### src/rtl/sifh_pkg.sv
// Shared definitions for the histogram phase controller:
// state encoding, default widths and RAM read latency.
package sifh_pkg;

   localparam int NB_DEF  = 10;
   localparam int NC_DEF  = 16;
   localparam int NE_DEF  = 24;
   localparam int RAM_LAT = 1;

   typedef enum logic [2:0] {
      ST_IDLE,
      ST_CLEAR,
      ST_ACQ,
      ST_DRAIN,
      ST_READOUT,
      ST_DONE
   } state_t;

endpackage

### src/rtl/his_phase_ctrl_if.sv
// Event, histogram RAM and readout signals of his_phase_ctrl.
// master = controller side, slave = environment side.
interface his_phase_ctrl_if
   import sifh_pkg::*;
#(
   parameter int NB = NB_DEF,
   parameter int NC = NC_DEF
);
   logic          ev_valid;
   logic [NB-1:0] ev_addr;
   logic          ev_ready;

   logic [NB-1:0] ram_raddr;
   logic          ram_ren;
   logic [NC-1:0] ram_rdata;
   logic [NB-1:0] ram_waddr;
   logic          ram_wen;
   logic [NC-1:0] ram_wdata;

   logic          out_valid;
   logic          out_ready;
   logic [NB-1:0] out_addr;
   logic [NC-1:0] out_count;

   modport master (
      input  ev_valid, ev_addr, ram_rdata, out_ready,
      output ev_ready, ram_raddr, ram_ren,
      output ram_waddr, ram_wen, ram_wdata,
      output out_valid, out_addr, out_count
   );

   modport slave (
      output ev_valid, ev_addr, ram_rdata, out_ready,
      input  ev_ready, ram_raddr, ram_ren,
      input  ram_waddr, ram_wen, ram_wdata,
      input  out_valid, out_addr, out_count
   );

endinterface

### src/rtl/his_rmw_pipe.sv
// Two-stage read-modify-write bin incrementer with same-bin forwarding.
// HIS_SAT_EN: increment saturates at all-ones instead of wrapping.
module his_rmw_pipe
   import sifh_pkg::*;
#(
   parameter int NB = NB_DEF,
   parameter int NC = NC_DEF
) (
   input  logic          clk,
   input  logic          res,
   input  logic          flush,
   input  logic          in_valid,
   input  logic [NB-1:0] in_addr,
   output logic          rd_en,
   output logic [NB-1:0] rd_addr,
   input  logic [NC-1:0] rd_data,
   output logic          wr_en,
   output logic [NB-1:0] wr_addr,
   output logic [NC-1:0] wr_data
);

   logic          s1_vld_q, s1_vld_d;
   logic [NB-1:0] s1_addr_q, s1_addr_d;
   logic          lw_vld_q, lw_vld_d;
   logic [NB-1:0] lw_addr_q, lw_addr_d;
   logic [NC-1:0] lw_data_q, lw_data_d;
   logic [NC-1:0] old;

   // Read on accept; next cycle write old+1, old taken from the previous
   // write when it hit the same bin (RAM still returns pre-write data).
   always_comb begin
      rd_en     = in_valid;
      rd_addr   = in_valid ? in_addr : '0;
      s1_vld_d  = in_valid && !flush;
      s1_addr_d = in_addr;
      old       = rd_data;
      if (lw_vld_q && lw_addr_q == s1_addr_q) begin
         old = lw_data_q;
      end
      wr_en   = s1_vld_q && !flush;
      wr_addr = '0;
      wr_data = '0;
      if (wr_en) begin
         wr_addr = s1_addr_q;
`ifdef HIS_SAT_EN
         wr_data = (&old) ? old : old + NC'(1);
`else
         wr_data = old + NC'(1);
`endif
      end
      lw_vld_d  = wr_en;
      lw_addr_d = wr_addr;
      lw_data_d = wr_data;
   end

   // Pipeline stage and last-write forwarding registers.
   always_ff @(posedge clk) begin
      if (res) begin
         s1_vld_q  <= 1'b0;
         s1_addr_q <= '0;
         lw_vld_q  <= 1'b0;
         lw_addr_q <= '0;
         lw_data_q <= '0;
      end else begin
         s1_vld_q  <= s1_vld_d;
         s1_addr_q <= s1_addr_d;
         lw_vld_q  <= lw_vld_d;
         lw_addr_q <= lw_addr_d;
         lw_data_q <= lw_data_d;
      end
   end

endmodule

### src/rtl/his_phase_ctrl.sv
// Histogram run controller: clear, acquire, drain, readout, done.
// HIS_SAT_EN (in his_rmw_pipe) selects saturating bin increment.
module his_phase_ctrl
   import sifh_pkg::*;
#(
   parameter int NB = NB_DEF,
   parameter int NC = NC_DEF,
   parameter int NE = NE_DEF
) (
   input  logic             clk,
   input  logic             res,
   input  logic             start,
   input  logic             abort,
   input  logic [NE-1:0]    ev_num,
   his_phase_ctrl_if.master bus,
   output logic             busy,
   output logic             done
);

   localparam logic [NB-1:0] IDX_MAX = '1;

   state_t        state_q, state_d;
   logic [NB-1:0] idx_q, idx_d;
   logic [NE-1:0] cnt_q, cnt_d;
   logic [NE-1:0] num_q, num_d;
   logic [1:0]    drn_q, drn_d;
   logic          pend_q, pend_d;
   logic          ov_q, ov_d;
   logic [NB-1:0] oaddr_q, oaddr_d;
   logic [NC-1:0] ocnt_q, ocnt_d;

   logic          acc;
   logic          hs;
   logic          rd_issue;
   logic          clr_wen;
   logic          p_ren;
   logic [NB-1:0] p_raddr;
   logic          p_wen;
   logic [NB-1:0] p_waddr;
   logic [NC-1:0] p_wdata;

   // Phase sequencing, event counting and readout handshake.
   always_comb begin
      state_d  = state_q;
      idx_d    = idx_q;
      cnt_d    = cnt_q;
      num_d    = num_q;
      drn_d    = drn_q;
      pend_d   = 1'b0;
      ov_d     = ov_q;
      oaddr_d  = oaddr_q;
      ocnt_d   = ocnt_q;
      acc      = 1'b0;
      hs       = ov_q && bus.out_ready;
      rd_issue = 1'b0;
      clr_wen  = 1'b0;
      unique case (state_q)
         ST_IDLE: begin
            if (start) begin
               state_d = ST_CLEAR;
               idx_d   = '0;
               cnt_d   = '0;
               num_d   = ev_num;
            end
         end
         ST_CLEAR: begin
            clr_wen = 1'b1;
            idx_d   = idx_q + NB'(1);
            if (idx_q == IDX_MAX) begin
               state_d = (num_q == '0) ? ST_DRAIN : ST_ACQ;
               drn_d   = '0;
            end
         end
         ST_ACQ: begin
            acc = bus.ev_valid;
            if (acc) begin
               cnt_d = cnt_q + NE'(1);
               if (cnt_d == num_q) begin
                  state_d = ST_DRAIN;
                  drn_d   = '0;
               end
            end
         end
         ST_DRAIN: begin
            drn_d = drn_q + 2'd1;
            if (drn_q == 2'(RAM_LAT)) begin
               state_d = ST_READOUT;
               idx_d   = '0;
               ov_d    = 1'b0;
            end
         end
         ST_READOUT: begin
            rd_issue = !pend_q &&
                       (!ov_q || (hs && oaddr_q != IDX_MAX));
            pend_d = rd_issue;
            if (rd_issue) begin
               idx_d = idx_q + NB'(1);
            end
            if (pend_q) begin
               ov_d    = 1'b1;
               oaddr_d = idx_q - NB'(1);
               ocnt_d  = bus.ram_rdata;
            end else if (hs) begin
               ov_d = 1'b0;
               if (oaddr_q == IDX_MAX) begin
                  state_d = ST_DONE;
               end
            end
         end
         ST_DONE: begin
            state_d = ST_IDLE;
         end
         default: begin
            state_d = ST_IDLE;
         end
      endcase
      if (abort) begin
         state_d = ST_IDLE;
         ov_d    = 1'b0;
         pend_d  = 1'b0;
      end
   end

   // Controller state registers.
   always_ff @(posedge clk) begin
      if (res) begin
         state_q <= ST_IDLE;
         idx_q   <= '0;
         cnt_q   <= '0;
         num_q   <= '0;
         drn_q   <= '0;
         pend_q  <= 1'b0;
         ov_q    <= 1'b0;
         oaddr_q <= '0;
         ocnt_q  <= '0;
      end else begin
         state_q <= state_d;
         idx_q   <= idx_d;
         cnt_q   <= cnt_d;
         num_q   <= num_d;
         drn_q   <= drn_d;
         pend_q  <= pend_d;
         ov_q    <= ov_d;
         oaddr_q <= oaddr_d;
         ocnt_q  <= ocnt_d;
      end
   end

   his_rmw_pipe #(
      .NB(NB),
      .NC(NC)
   ) u_rmw (
      .clk     (clk),
      .res     (res),
      .flush   (abort),
      .in_valid(acc),
      .in_addr (bus.ev_addr),
      .rd_en   (p_ren),
      .rd_addr (p_raddr),
      .rd_data (bus.ram_rdata),
      .wr_en   (p_wen),
      .wr_addr (p_waddr),
      .wr_data (p_wdata)
   );

   assign bus.ev_ready  = (state_q == ST_ACQ);
   assign bus.ram_ren   = p_ren || rd_issue;
   assign bus.ram_raddr = p_ren ? p_raddr :
                          (rd_issue ? idx_q : '0);
   assign bus.ram_wen   = clr_wen || p_wen;
   assign bus.ram_waddr = clr_wen ? idx_q : p_waddr;
   assign bus.ram_wdata = clr_wen ? '0 : p_wdata;
   assign bus.out_valid = ov_q;
   assign bus.out_addr  = oaddr_q;
   assign bus.out_count = ocnt_q;
   assign busy          = (state_q != ST_IDLE);
   assign done          = (state_q == ST_DONE);

endmodule

### src/flat_wrapper.sv
// flat-port wrapper written by rule: the top's interface ports become plain ports
module his_phase_ctrl_flat import sifh_pkg::*;
#(
   parameter int NB = NB_DEF,
   parameter int NC = NC_DEF,
   parameter int NE = NE_DEF
)
  (clk, res, start, abort, ev_num, busy, done, bus_ev_valid, bus_ev_addr, bus_ram_rdata, bus_out_ready, bus_ev_ready, bus_ram_raddr, bus_ram_ren, bus_ram_waddr, bus_ram_wen, bus_ram_wdata, bus_out_valid, bus_out_addr, bus_out_count);
  his_phase_ctrl_if #(.NB(NB), .NC(NC)) bus_i ();
  input  logic clk;
  input  logic res;
  input  logic start;
  input  logic abort;
  input  logic [NE-1:0] ev_num;
  output logic busy;
  output logic done;
  input wire logic [$bits(bus_i.ev_valid)-1:0] bus_ev_valid;
  input wire logic [$bits(bus_i.ev_addr)-1:0] bus_ev_addr;
  input wire logic [$bits(bus_i.ram_rdata)-1:0] bus_ram_rdata;
  input wire logic [$bits(bus_i.out_ready)-1:0] bus_out_ready;
  output wire logic [$bits(bus_i.ev_ready)-1:0] bus_ev_ready;
  output wire logic [$bits(bus_i.ram_raddr)-1:0] bus_ram_raddr;
  output wire logic [$bits(bus_i.ram_ren)-1:0] bus_ram_ren;
  output wire logic [$bits(bus_i.ram_waddr)-1:0] bus_ram_waddr;
  output wire logic [$bits(bus_i.ram_wen)-1:0] bus_ram_wen;
  output wire logic [$bits(bus_i.ram_wdata)-1:0] bus_ram_wdata;
  output wire logic [$bits(bus_i.out_valid)-1:0] bus_out_valid;
  output wire logic [$bits(bus_i.out_addr)-1:0] bus_out_addr;
  output wire logic [$bits(bus_i.out_count)-1:0] bus_out_count;
  assign bus_i.ev_valid = bus_ev_valid;
  assign bus_i.ev_addr = bus_ev_addr;
  assign bus_i.ram_rdata = bus_ram_rdata;
  assign bus_i.out_ready = bus_out_ready;
  assign bus_ev_ready = bus_i.ev_ready;
  assign bus_ram_raddr = bus_i.ram_raddr;
  assign bus_ram_ren = bus_i.ram_ren;
  assign bus_ram_waddr = bus_i.ram_waddr;
  assign bus_ram_wen = bus_i.ram_wen;
  assign bus_ram_wdata = bus_i.ram_wdata;
  assign bus_out_valid = bus_i.out_valid;
  assign bus_out_addr = bus_i.out_addr;
  assign bus_out_count = bus_i.out_count;
  his_phase_ctrl #(.NB(NB), .NC(NC), .NE(NE)) u_core (.clk(clk), .res(res), .start(start), .abort(abort), .ev_num(ev_num), .bus(bus_i), .busy(busy), .done(done));
endmodule
### config.mk
export PLATFORM = sky130hd
export DESIGN_NAME = his_phase_ctrl_flat
export DESIGN_NICKNAME = d
export VERILOG_FILES = /design/src/rtl/sifh_pkg.sv /design/src/rtl/his_phase_ctrl_if.sv /design/src/rtl/his_rmw_pipe.sv /design/src/rtl/his_phase_ctrl.sv /design/src/flat_wrapper.sv
export SDC_FILE = /design/constraint.sdc
export NUM_CORES = 1
export LEC_CHECK = 0
export CORE_MARGIN = 10
export CORE_UTILIZATION = 49
export CTS_CLUSTER_SIZE = 28
export DETAILED_ROUTE_END_ITERATION = 6
export GPL_TIMING_DRIVEN = 1
export PLACE_DENSITY_LB_ADDON = 0.05
export SLEW_MARGIN = 20
export SYNTH_ARGS = -nofsm -noshare
export SYNTH_HDL_FRONTEND = slang
export SYNTH_SLANG_ARGS = --single-unit
### constraint.sdc
create_clock -name clk -period 3.1 [get_ports clk]
set_input_delay 0.62 -clock clk [delete_from_list [all_inputs] [get_ports clk]]
set_output_delay 0.62 -clock clk [all_outputs]
set_load 0.05 [all_outputs]
# == After elaboration in Yosys (flattened, before gate mapping) ==
# Cells that the tools add are included.
# op_classes
addsub,5
n_eq_ne,21
muxes,35
reduce_logical,27
# ops
cell,n
10-bit two-way mux,7
16-bit two-way mux,3
24-bit two-way mux,2
24-bit one-hot mux with 2 select lines,1
10-bit one-hot mux with 4 select lines,1
"24-bit by 1-bit adder with 24-bit output, second input constant",1
24-bit == test,1
24-bit logical NOT,1
3-bit two-way mux,8
"10-bit == test, second input constant",2
"16-bit by 1-bit adder with 16-bit output, second input constant",1
3-bit one-hot mux with 5 select lines,1
"2-bit by 1-bit inequality test with 1-bit output, second input constant",6
"10-bit by 1-bit adder with 10-bit output, second input constant",1
10-bit == test,1
"10-bit inequality test, second input constant",1
"10-bit by 1-bit subtractor with 10-bit output, second input constant",1
4-bit AND reduction,2
8-bit AND reduction,1
1-bit two-way mux,7
"3-bit by 2-bit == test with 1-bit output, second input constant",2
"3-bit == test, second input constant",2
1-bit logical AND,6
2-bit two-way mux,3
16 further kinds,26
# totals
regBits,129
inputBits,56
output_inout_bits,68

# == Logic depth before layout (Yosys ltp) ==
# Gate-level depths: netlist (run 1).
# logic_depth
ltp_word,7
mapped_depth,14

# == Modules after synthesis ==
# From an unflattened synthesis (run 1), not the netlist that was laid out.
# hier_totals
hier_cells,974
hier_area_um2,7429.6
# by_module_without_submodules
mod,n_inst,cells_per_inst,area_each_um2,seq_area_each_um2
his_phase_ctrl,1,731,5348.9,1821.7
his_rmw_pipe,1,243,2080.7,760.7

# == Worst setup path after synthesis (run 1) ==
# Ideal clock, no wire load.
# synth_timing
path_kind,reg2out
startpoint,reg u_core.u_rmw.s1_addr_q[5]
endpoint,out bus_ram_wdata[12]
arrival_time_ps,3305
required_time_ps,2480
setup_slack_ps,-825
path_stages_with_launch,14
n_path_buf,0
cell_sequence,dfxtp_1 > xnor2_1 > nand3_1 > nor3_2 > nand2_1 > nand2_1 > ha_1 > nand2_1 > nand4b_1 > or4_1 > a21bo_2 > xor2_1 > o22a_1 > nor2_1
# synth_via
elab_chain_cells,6
# synth_rtl
item,line_no,source
"start, declared",his_rmw_pipe.sv:23,"logic [NB-1:0] s1_addr_q, s1_addr_d;"
"start signal, assigned",his_rmw_pipe.sv:66,s1_addr_q <= s1_addr_d;
10-bit == test,his_rmw_pipe.sv:37,if (lw_vld_q && lw_addr_q == s1_addr_q) begin
1-bit logical AND,his_rmw_pipe.sv:37,
16-bit two-way mux,his_rmw_pipe.sv:37,
16-bit by 1-bit adder with 16-bit output,his_rmw_pipe.sv:48,wr_data = old + NC'(1);
16-bit two-way mux,his_rmw_pipe.sv:43,if (wr_en) begin
16-bit two-way mux,his_phase_ctrl.sv:172,assign bus.ram_wdata = clr_wen ? '0 : p_wdata;
"end, declared",flat_wrapper.sv:26,output wire logic [$bits(bus_i.ram_wdata)-1:0] bus_ram_wdata;
# Every way passes these cells.

# == Worst setup path in the final report (run 1) ==
# layout_timing
startpoint,reg u_core.u_rmw.lw_addr_q[4]
endpoint,out bus_ram_wdata[12]
# layout_via
elab_chain_cells,6
# layout_rtl
item,line_no,source
"start, declared",his_rmw_pipe.sv:25,"logic [NB-1:0] lw_addr_q, lw_addr_d;"
"start signal, assigned",his_rmw_pipe.sv:68,lw_addr_q <= lw_addr_d;
10-bit == test,his_rmw_pipe.sv:37,
1-bit logical AND,his_rmw_pipe.sv:37,
16-bit two-way mux,his_rmw_pipe.sv:37,
16-bit by 1-bit adder with 16-bit output,his_rmw_pipe.sv:48,
16-bit two-way mux,his_rmw_pipe.sv:43,
16-bit two-way mux,his_phase_ctrl.sv:172,
# Every way passes these cells.

==> impl_summary.txt, run 1 <==
----------------------------------------------------
[Run status]
  Outcome ... finished, violations left
  Violated checks ... setup timing

[Synthesis]
  Xor-xnor portion of the synthesized cell area ... 8.038%
  Syn nets ... 1006
  Register area share after synthesis ... 35.91%
  Count of different cell masters after synthesis ... 70
  Predominant post-synthesis flop cell ... dfxtp_1
  Number of enable-type register cells in the synthesized netlist ... 0
  Cells after synthesis ... 945
  Multiplexer area fraction after synthesis ... 1.566%
  Number of warnings reported in the yosys synthesis log ... 0
  Share of synthesized flip-flops with an asynchronous set or reset ... 0%
  Mean Syn Cell Area ... 7.610 µm²
  Synth Register Bits ... 129
  Simple-gate portion of the synthesized area ... 32.67%
  Fraction of the mapped netlist area in adder cells ... 0.8699%
  Complex-gate fraction of the synthesized area ... 16.18%
  Area of the mapped netlist ... 7192 µm²
  Combinational family with the most area after synthesis ... simple AND/OR/NAND/NOR gates

[Final layout]
  P&R area growth vs syn ... 48.66%
  Ant diodes ... 0
  Final Cell Area ... 10690 µm²
  Proportion of layout cells with a drive suffix above 1 ... 23.97%
  # nets final ... 1187
  Post-layout instance count excluding filler cells ... 1323

[Route]
  Residual DRC count ... 0
  Count of TritonRoute iterations in the first routing pass ... 5
  Via density ... 5.857
  Count of nets left with antenna violations after detail routing ... 0
  Count of routing violations after the opening detailed-route iteration ... 662
  Routed wirelength normalized by instance count ... 18.40 µm
  Vias ... 7749
  Aggregate routed wire length ... 24340 µm

[Floorplan]
  IO Count ... 124
  Vertical die dimension ... 141.2 µm
  Die Width ... 141.2 µm
  Die outline area ... 19920 µm²
  Placeable core region ... 14480 µm²
  Standard-cell rows ... 44
  Initial Util ... 49.67%

[Critical path]
  Data arrival time of the critical path ... 3420 ps
  Largest delay contributor family on the critical path ... simple AND/OR/NAND/NOR gates
  Cell chain of the critical path ... xnor2_2 -> nand4_1 -> nor3_4 -> nand2_1 -> nand2_2 -> ha_4 -> buf_6 -> nand2_4 -> or4_4 -> mux2i_1 -> a21oi_1 -> o22a_1 -> nor2_4 -> buf_12
  Kind of end point of the critical path ... output pin
  Worst-path fanout max ... 3
  CP peak stage delay ... 540 ps
  Nature of the critical path startpoint ... flop
  Worst path buffer plus inverter count ... 2
  Crit path max-delay cell type ... or4_4
  Worst EP required ... 2480 ps
  Worst Setup Path Type ... flop to output pin

[Clocking]
  Clock buffer depth ... 2
  Cell chosen for the clock root ... clkbuf_16
  Maximum level of the CTS H-tree ... 4
  Clock slew seen by the registers of the worst setup and hold paths ... 60 ps
  Inserted Clock Buffers ... 17
  Clock net sink count ... 129
  CTS tree ... yes
  Worst skew pair latency ... 410 ps

[Global routing]
  Largest net degree at the start of global routing ... 52
  Number of global-route vias before repair ... 7363
  Initial antenna violation count ... 0
  Total routing resource utilization after global routing ... 23.00%
  First-pass GRT wire length ... 38010 µm
  Final global-route overflow total ... 0

[Placed design]
  Number of cells after detailed placement ... 1258
  HPWL reported at the end of detailed placement ... 16660 µm
  Placed inst area ... 9410 µm²
  Placer Congestion ... 0.8957
  Number of buffer cells added on primary ports ... 123

[Timing]
  Final worst setup slack ... -936.3 ps
  Number of max-slew violations in the final report ... 0
  Worst slew margin relative to its limit ... 48.93%
  Clock skew after layout ... 8.672 ps
  Endpoints failing hold ... 0
  Transition time of the tightest slew-check pin ... 763.9 ps
  Minimum clock period ... 4036 ps
  Final setup fails ... 13
  Final period util ... 130.2%
  Unrepaired setup endpoints after global routing ... true
  Fmax ... 247.8 MHz

[Power and ir drop]
  Total power density per cell area ... 409.9 nW/µm²
  Switch Pwr ... 1.064 mW
  Combinational share of power ... 11.6%
  Static Leakage ... 4.005 nW
  Max IR drop VDD ... 0.0003892 V
  Sequential share of power ... 39.6%
  Cell-internal power ... 3.319 mW
  Sw Share ... 24.27%
  Clock group share of total power ... 48.8%

[Run]
  Max_cap viols ... 0

[Min path]
  Class of the worst hold path ... flop to flop

----------------------------------------------------
logic make-up after synthesis:
kind of cell / count (synthesis)
buf+inv: 76
flops: 129
fa+ha+maj: 5
simple gates: 469
compound gates: 189
xor+xnor: 66
mux: 11
area by class of cell:
class / instances / area, µm²
clock buffers: 19 / 452.9
flip-flops and latches: 129 / 2601
well taps: 184 / 230.2
inverters: 11 / 41.29
multi-input cells: 740 / 4707
fillers: 1100 / 3787
clock inverters: 13 / 185.2
repair buffers: 227 / 2474
sequential cells by signal, indices dropped and copies added, names as in the netlist, 2 cells and up:
| name | cells |
|---|---|
| u_core.u_rmw.s1_addr_q | 10 |
| u_core.drn_q | 2 |
| u_core.idx_q | 10 |
| u_core.u_rmw.lw_data_q | 16 |
| u_core.bus.out_count | 16 |
| u_core.state_q | 3 |
| u_core.cnt_q | 24 |
| u_core.bus.out_addr | 10 |
| u_core.num_q | 24 |
| u_core.u_rmw.lw_addr_q | 10 |
path summary, 6_finish.rpt:
check / startpoint / endpoint / slack, ps / depth (start not counted)
max: u_core.u_rmw.lw_addr_q[4]$_SDFF_PP0_ / bus_ram_wdata[12] / -940 / 14
min reg2reg: u_core.bus.out_count[9]$_SDFFE_PP0P_ / u_core.bus.out_count[9]$_SDFFE_PP0P_ / 450 / 2
min: u_core.bus.out_count[9]$_SDFFE_PP0P_ / u_core.bus.out_count[9]$_SDFFE_PP0P_ / 450 / 2
max reg2reg: u_core.u_rmw.lw_addr_q[4]$_SDFF_PP0_ / u_core.u_rmw.lw_data_q[14]$_SDFF_PP0_ / -50 / 15
layer usage:
layer | track usage, % | vias to the layer above | share of wire, %
li1 | - | 3702 | -
met1 | 28.37 | 3677 | 40
met2 | 39.03 | 324 | 50
met3 | 4.602 | 46 | 6.9
met4 | 7.609 | 0 | 2.4
met5 | 0 | - | 0
tightest hold or removal path, delay by kind of cell, from the launching register on:
family | cells | cell delay, ps
DFF | 1 | 300
and+or+nand+nor | 1 | 50
AOI/OAI and AO/OA | 1 | 50
synthesized netlist by cell type (22+ instances only):
library cell  number  area share (%)
nor3_1            26             1.8
nor4_1            22             1.9
and3_1            25             2.2
nand3_1           42             2.9
nand2_1          160             8.4
dfxtp_1          129              36
xnor2_1           37             4.5
clkbuf_1          47             2.5
nor2_1            92             4.8
xor2_1            29             3.5
a21oi_1           77             5.4
o21ai_0           42             2.9
per-stage QoR:
step	total power, mW	TNS [ps]	utilization (%)	hold WS [ps]	setup WS [ps]
after floorplan	2.014	-445.1	-	450.9	-293.3
after CTS	4.375	-4659	71.55	454.2	-809.6
after global routing	4.526	-8373	73.84	475.2	-1025
after global placement	2.227	-1437	64.99	443.0	-405.3
final	4.382	-6916	73.84	454.4	-936.3
after detailed placement	2.231	-1556	64.99	446.5	-438.5
power groups by stage:
stage,combinational (mW),sequential (mW),clock (mW)
4_1_cts,0.481,1.73,2.16
5_1_grt,0.554,1.74,2.23
2_1_floorplan,0.262,1.75,0
3_5_place_dp,0.461,1.77,0
3_3_place_gp,0.459,1.77,0
6_report,0.509,1.74,2.14
cells in the final DEF (no fill, tap or decap), drive strengths merged, types with 9 or more instances in the layout:
cell / count
xor2: 29
buf: 142
nand3: 43
a22o: 10
a21oi: 78
clkdlybuf4s50: 83
mux2i: 9
nor4: 26
nand4: 22
and3: 25
dfxtp: 129
nor2b: 20
xnor2: 37
nor3: 28
a211oi: 16
inv: 11
nor2: 92
o21ai: 43
nand2: 160
clkbuf: 20
what timing repair did:
| item | 4_1_cts | 5_1_grt |
|---|---|---|
| pin swaps | 28 | 31 |
| setup buffers | 18 | 26 |
| resized for setup | 43 | 53 |
| setup endpoints to repair | 12 | 15 |
| hold buffers | 0 | 0 |
(Power assumes the default switching activity.)
==> inputs of run 2 (changes only) <==
--- a/config.mk
+++ b/config.mk
@@ -5,6 +5,7 @@
 export SDC_FILE = /design/constraint.sdc
 export NUM_CORES = 1
 export LEC_CHECK = 0
+export CORE_ASPECT_RATIO = 0.5
 export CORE_MARGIN = 10
 export CORE_UTILIZATION = 49
 export CTS_CLUSTER_SIZE = 28
==> run 2 against run 1 <==
The run still ends with setup timing left. First-iteration DRC count rose by 4.4%. Largest cell class unchanged. Final cell count up 0.38%. Clock skew up 1.2 ps. Fmax grew 3.6%.
==> impl_summary.txt, run 2 (same netlist as run 1, synthesis figures left out) <==
----------------------------------------------------
[Timing]
  Fmax ... 256.7 MHz (+3.6%)
  Worst slew margin relative to its limit ... 52.04% (+3.1 points)
  Worst hold slack ... 452.4 ps (-1.979 ps)
  Number of max-slew violations in the final report ... 0 (unchanged)
  Clock skew after layout ... 9.824 ps (+1.152 ps)
  Minimum clock period ... 3896 ps (-140.2 ps)
  Final worst setup slack ... -796.1 ps (+140.2 ps)
  Final setup fails ... 12 (-1)
  Sum of negative setup slack ... -6176 ps (+739.8 ps)
  Final period util ... 125.7% (-4.5 points)
  Transition time of the tightest slew-check pin ... 714.6 ps (-49.32 ps)
  Endpoints failing hold ... 0 (unchanged)
  Unrepaired setup endpoints after global routing ... true

[Final layout]
  Layout filler cell count ... 1094 (-0.55%)
  Proportion of layout cells with a drive suffix above 1 ... 23.45% (-0.52 points)
  Most frequent standard cell in the layout excluding fill and tap cells ... nand2_1
  Ant diodes ... 0 (unchanged)
  P&R area growth vs syn ... 47.36%
  Post-layout instance count excluding filler cells ... 1328 (+0.38%)
  # nets final ... 1180 (-0.59%)
  Largest registers ... u_core.cnt_q x24, u_core.num_q x24
  Commonest non-fill, non-tap cells in the layout ... nand2_1 (152), dfxtp_1 (116), buf_4 (84), clkdlybuf4s50_1 (82)

[Global routing]
  Final global-route overflow total ... 0 (unchanged)
  Largest net degree at the start of global routing ... 62 (+19%)
  Number of global-route vias before repair ... 7313 (-0.68%)
  First-pass GRT wire length ... 38430 µm (+1.1%)
  Total routing resource utilization after global routing ... 23.09% (+0.084 points)
  Initial antenna violation count ... 0 (unchanged)

[Power and ir drop]
  Total power density per cell area ... 410.4 nW/µm² (+0.12%)
  Static Leakage ... 3.954 nW (-1.3%)
  Sw Share ... 25.22% (+0.95 points)
  Combinational share of power ... 12.0% (+0.4 points)
  Clock group share of total power ... 48.2% (-0.6 points)
  Switch Pwr ... 1.097 mW (+3.1%)
  Max IR drop VDD ... 0.0003029 V (-22%)
  Cell-internal power ... 3.252 mW (-2.0%)
  Sequential share of power ... 39.8% (+0.2 points)

[Min path]
  Worst hold path endpoint ... u_core.bus.out_count[13]$_SDFFE_PP0P_
  Worst hold stages ... 2 (unchanged)
  Class of the worst hold path ... flop to flop
  Worst Min Path Start ... u_core.bus.out_count[13]$_SDFFE_PP0P_

[Route]
  Residual DRC count ... 0 (unchanged)
  Count of TritonRoute iterations in the first routing pass ... 5 (unchanged)
  Count of nets left with antenna violations after detail routing ... 0 (unchanged)
  Via density ... 5.799 (-0.99%)
  Aggregate routed wire length ... 25040 µm (+2.9%)
  Routed wirelength normalized by instance count ... 18.85 µm (+2.5%)
  Vias ... 7701 (-0.62%)
  Count of routing violations after the opening detailed-route iteration ... 691 (+4.4%)

[Placed design]
  Number of cells after detailed placement ... 1275 (+1.4%)
  HPWL reported at the end of detailed placement ... 17000 µm (+2.0%)
  Placer Congestion ... 0.9128 (+1.9%)
  Worst setup timing slack at the placement stage ... -426.5 ps (+11.98 ps)
  Number of buffer cells added on primary ports ... 123 (unchanged)

[Floorplan]
  Initial Util ... 49.84% (+0.17 points)
  IO Count ... 124 (unchanged)
  Die Width ... 191.3 µm (+36%)
  Die outline area ... 20220 µm² (+1.5%)
  Vertical die dimension ... 105.7 µm (-25%)
  Standard-cell rows ... 31 (-30%)
  Placeable core region ... 14430 µm² (-0.35%)

[Clocking]
  Inserted Clock Buffers ... 17 (unchanged)
  Clock buffer depth ... 2 (unchanged)
  Worst skew pair latency ... 420 ps (about the same)
  Count of hold-fix buffers inserted at cts ... 0 (unchanged)
  Clock net sink count ... 129 (unchanged)
  Cell chosen for the clock root ... clkbuf_16
  CTS tree ... yes
  Maximum level of the CTS H-tree ... 4 (unchanged)
  Clock slew seen by the registers of the worst setup and hold paths ... 60 ps (about the same)

[Critical path]
  Nature of the critical path startpoint ... flop
  Worst Setup Path Type ... flop to output pin
  Worst EP required ... 2480 ps (about the same)
  Startpoint of the worst-slack reg-to-reg timing path ... u_core.u_rmw.lw_addr_q[6]$_SDFF_PP0_
  Worst-path fanout max ... 3 (unchanged)
  Flop2flop setup slack ... 110 ps (+160 ps)
  Register-to-Register Path Depth ... 15 (unchanged)
  Data arrival time of the critical path ... 3280 ps (-140 ps)
  Endpoint of the most critical register-to-register path ... u_core.u_rmw.lw_data_q[14]$_SDFF_PP0_
  Kind of end point of the critical path ... output pin

[Run status]
  Outcome ... finished, violations left
  Violated checks ... setup timing

[Run]
  Max_cap viols ... 0 (unchanged)

----------------------------------------------------
==> run 2: cell count changes in the layout (fill, tap and decap cells not counted), sizes merged <==
cell / delta
dlygate4sd2: +1
buf: -6
clkinvlp: -3
bufinv: -1
clkdlybuf4s50: -1
clkbuf: +1
==> run 2: power by group through the flow <==
stage          clock network (mW)  registers, mW  logic (mW)
2_1_floorplan                   0           1.75       0.262
3_3_place_gp                    0           1.76       0.467
3_5_place_dp                    0           1.77       0.473
4_1_cts                      2.09           1.73       0.496
5_1_grt                      2.17           1.73       0.560
6_report                     2.10           1.73       0.521
==> run 2: worst max-delay path, stage by stage, from the launching register on <==
cell and delay, ps:
dfxtp_2 330, xnor2_2 170, nand4_1 190, nor3_4 280, nand2_1 100, nand2_2 100, ha_4 160, nand2_2 60
nand4b_1 210, or4_1 430, a21bo_2 220, xor2_1 140, o22a_1 210, nor2_4 110, buf_12 140
==> run 2: worst max-delay path by stage <==
stage / startpoint / endpoint / slack (ps) / depth (start not counted)
after floorplan: u_core.u_rmw.lw_addr_q[7]$_SDFF_PP0_ / bus_ram_wdata[12] / -290 / 13
final: u_core.u_rmw.lw_addr_q[6]$_SDFF_PP0_ / bus_ram_wdata[12] / -800 / 14
after CTS: u_core.u_rmw.lw_addr_q[8]$_SDFF_PP0_ / bus_ram_wdata[12] / -730 / 14
after global routing: u_core.u_rmw.lw_addr_q[6]$_SDFF_PP0_ / bus_ram_wdata[12] / -910 / 14
after global placement: bus_ram_rdata[0] / bus_ram_wdata[12] / -400 / 12
after detailed placement: bus_ram_rdata[0] / bus_ram_wdata[12] / -430 / 12
==> run 2: final cells by class <==
| cell class | count | area [µm²] | share of cell area (%) |
|---|---|---|---|
| clock inverters | 9 | 132.6 | 1.251 |
| clock buffers | 21 | 470.5 | 4.439 |
| repair buffers | 220 | 2394 | 22.59 |
| well taps | 198 | 247.7 | 2.338 |
| flip-flops and latches | 129 | 2599 | 24.52 |
| inverters | 11 | 41.29 | 0.3896 |
| multi-input cells | 740 | 4713 | 44.47 |
==> run 2: layer usage <==
layer | vias to the layer above | track usage [%] | wire length [µm]
met2 | 303 | 38.15 | 12010
li1 | 3686 | - | -
met3 | 43 | 5.066 | 1632
met1 | 3669 | 29.59 | 10940
met5 | - | 0 | 0
met4 | 0 | 6.874 | 457
==> run 2: metrics by stage <==
step                cell area, µm²  power (mW)  util [%]
floorplan                     7333       2.014         -
global placement              9465       2.231     65.60
detailed placement            9465       2.238     65.60
CTS                          10370       4.321     71.84
global route                 10600       4.466     73.45
finish                       10600       4.349     73.45
==> run 2: repair_timing <==
item                       in CTS  in global routing
setup endpoints to repair      14                 17
pin swaps                      34                 20
resized for setup              47                 34
buffers inserted               14                 12
==> inputs of run 3 (changes only) <==
--- a/config.mk
+++ b/config.mk
@@ -6,7 +6,6 @@
 export NUM_CORES = 1
 export LEC_CHECK = 0
 export CORE_ASPECT_RATIO = 0.5
-export CORE_MARGIN = 10
 export CORE_UTILIZATION = 49
 export CTS_CLUSTER_SIZE = 28
 export DETAILED_ROUTE_END_ITERATION = 6
==> run 3 against run 2 <==
The flow still finishes with violations (setup timing). Worst setup slack got worse by 130 ps. Power shrank 1.2%. Die area is 25% lower. Critical path type unchanged. Largest power group unchanged.
==> impl_summary.txt, run 3 (same netlist as run 1, synthesis figures left out) <==
----------------------------------------------------
[Final layout]
  Commonest non-fill, non-tap cells in the layout ... nand2_1 (149), dfxtp_1 (116), buf_4 (88), clkdlybuf4s50_1 (84), a21oi_1 (77)
  End-of-flow core utilization ... 76.00% (+2.6 points)
  Multi-input logic area ... 4691 µm² (-0.48%)
  Most frequent standard cell in the layout excluding fill and tap cells ... nand2_1
  Proportion of layout cells with a drive suffix above 1 ... 23.28% (-0.17 points)
  Ant diodes ... 0 (unchanged)
  P&R area growth vs syn ... 47.16%
  Sequential cell area ... 2599 µm² (unchanged)
  Largest registers ... u_core.cnt_q x24, u_core.num_q x24
  # nets final ... 1183 (+0.25%)
  Layout filler cell count ... 981 (-10%)

[Timing]
  Final period util ... 129.9% (+4.2 points)
  Fmax ... 248.3 MHz (-3.3%)
  Minimum clock period ... 4027 ps (+131.1 ps)
  Clock skew after layout ... 10.36 ps (+0.5360 ps)
  Number of max-slew violations in the final report ... 0 (unchanged)
  Transition time of the tightest slew-check pin ... 711.7 ps (-2.874 ps)
  Unrepaired setup endpoints after global routing ... true
  Worst slew margin relative to its limit ... 52.23% (+0.19 points)
  Worst hold slack ... 452.4 ps (-0.07900 ps)
  Endpoints failing hold ... 0 (unchanged)
  Final worst setup slack ... -927.2 ps (-131.1 ps)
  Final setup fails ... 14 (+2)

[Floorplan]
  Vertical die dimension ... 87.67 µm (-17%)
  Die Width ... 173.3 µm (-9.4%)
  Initial Util ... 51.64% (+1.8 points)
  Die outline area ... 15200 µm² (-25%)
  Standard-cell rows ... 30 (-3.2%)
  IO Count ... 124 (unchanged)
  Placeable core region ... 13930 µm² (-3.5%)

[Critical path]
  Worst EP required ... 2480 ps (about the same)
  Start point of the critical path ... u_core.u_rmw.lw_addr_q[1]$_SDFF_PP0_
  Register-to-Register Path Depth ... 14 (-1)
  Endpoint of the most critical register-to-register path ... u_core.u_rmw.lw_data_q[14]$_SDFF_PP0_
  Nature of the critical path startpoint ... flop
  Crit path max-delay cell type ... or4_1
  Flop2flop setup slack ... 90 ps (-20 ps)
  Startpoint of the worst-slack reg-to-reg timing path ... u_core.u_rmw.lw_addr_q[1]$_SDFF_PP0_
  Kind of end point of the critical path ... output pin
  Worst Setup Path Type ... flop to output pin
  End point of the critical path ... bus_ram_wdata[12]
  CP peak stage delay ... 450 ps (+20 ps)
  Cell chain of the critical path ... xnor2_2 -> nand4_1 -> nor3_4 -> nand2_1 -> nand2_2 -> ha_4 -> nand2_4 -> nand4b_1 -> or4_1 -> a21bo_2 -> xor2_1 -> o22a_1 -> nor2_4 -> buf_12
  Data arrival time of the critical path ... 3410 ps (+130 ps)
  Worst-path fanout max ... 3 (unchanged)

[Placed design]
  Worst setup timing slack at the placement stage ... -428.1 ps (-1.619 ps)
  Number of buffer cells added on primary ports ... 123 (unchanged)
  Placer Congestion ... 0.9535 (+4.5%)
  HPWL reported at the end of detailed placement ... 15780 µm (-7.1%)

[Global routing]
  Met3 usage in global routing ... 5.425% (+0.36 points)
  Most used routing layer in global routing ... met2
  Initial antenna violation count ... 0 (unchanged)
  Global-route met1 utilization ... 40.06% (+10 points)
  First-pass GRT wire length ... 37090 µm (-3.5%)
  Total routing resource utilization after global routing ... 30.69% (+7.6 points)
  Number of global-route vias before repair ... 7198 (-1.6%)
  Largest net degree at the start of global routing ... 58 (-6.5%)
  GRT met2 Usage ... 51.66% (+14 points)
  Final global-route overflow total ... 0 (unchanged)

[Route]
  Via density ... 5.866 (+1.2%)
  Count of TritonRoute iterations in the first routing pass ... 5 (unchanged)
  Count of nets left with antenna violations after detail routing ... 0 (unchanged)
  Count of routing violations after the opening detailed-route iteration ... 791 (+14%)
  Vias ... 7778 (+1.0%)
  Routed wirelength normalized by instance count ... 17.82 µm (-5.5%)
  Residual DRC count ... 0 (unchanged)
  Aggregate routed wire length ... 23630 µm (-5.6%)

[Power and ir drop]
  Static Leakage ... 3.958 nW (+0.11%)
  Max IR drop VDD ... 0.0002678 V (-12%)
  Total power ... 4.298 mW (-1.2%)
  Total power density per cell area ... 406.1 nW/µm² (-1.0%)

[Clocking]
  Worst skew pair latency ... 410 ps (about the same)
  Cell chosen for the clock root ... clkbuf_16
  Clock buffer depth ... 2 (unchanged)
  Clock net sink count ... 129 (unchanged)
  CTS tree ... yes
  Maximum level of the CTS H-tree ... 4 (unchanged)
  Clock slew seen by the registers of the worst setup and hold paths ... 60 ps (about the same)
  Inserted Clock Buffers ... 17 (unchanged)

[Min path]
  Worst Min Path Start ... u_core.bus.out_count[1]$_SDFFE_PP0P_
  Class of the worst hold path ... flop to flop

[Run status]
  Outcome ... finished, violations left
  Violated checks ... setup timing

[Run]
  Max_cap viols ... 0 (unchanged)

----------------------------------------------------
[run 3: routing by layer]
metal | vias up | part of all wire (%)
met1 | 3740 | 44
met2 | 290 | 46
met5 | - | 0
met3 | 55 | 6.8
li1 | 3693 | -
met4 | 0 | 2.6
[run 3: power breakdown]
part,switching (mW),internal (mW),total [mW]
Clock,0.739,1.30,2.04
Combinational,0.279,0.247,0.525
Sequential,0.0394,1.69,1.73
Total,1.06,3.24,4.30
[run 3: cell type report]
class / count / area share [%]
multi-input combinational: 740 / 44.32
tap: 192 / 2.270
clock buffer: 22 / 4.386
sequential: 129 / 24.55
inverter: 11 / 0.3901
timing repair buffer: 223 / 22.83
clock inverter: 9 / 1.253
[run 3: worst min-delay path by stage]
stage / endpoint / cells after the start
after CTS: u_core.bus.out_count[1]$_SDFFE_PP0P_ / 2
after floorplan: u_core.drn_q[1]$_SDFFE_PP0P_ / 2
after global placement: u_core.bus.out_count[6]$_SDFFE_PP0P_ / 2
after detailed placement: u_core.bus.out_count[1]$_SDFFE_PP0P_ / 2
after global routing: u_core.bus.out_count[1]$_SDFFE_PP0P_ / 2
final: u_core.bus.out_count[1]$_SDFFE_PP0P_ / 2
[run 3: what timing repair did]
item / CTS / global route
hold buffers: 0 / 0
resized for setup: 54 / 24
buffers inserted: 22 / 8
pin swaps: 34 / 21
setup endpoints to repair: 13 / 19
[run 3: critical path: cells and delay by family, from the launching register on]
family,cells,cell delay (ps)
compound gates,2,450
xor+xnor,2,350
fa+ha+maj,1,160
buf+inv,1,140
flops,1,330
simple gates,8,1560
[run 3: metrics by stage]
step	setup TNS, ps	cell area, µm²	instances
floorplan	-445.1	7333	945
global placement	-1279	9443	1267
detailed placement	-1459	9443	1267
CTS	-4471	10430	1319
global route	-7910	10580	1326
finish	-6951	10580	1326
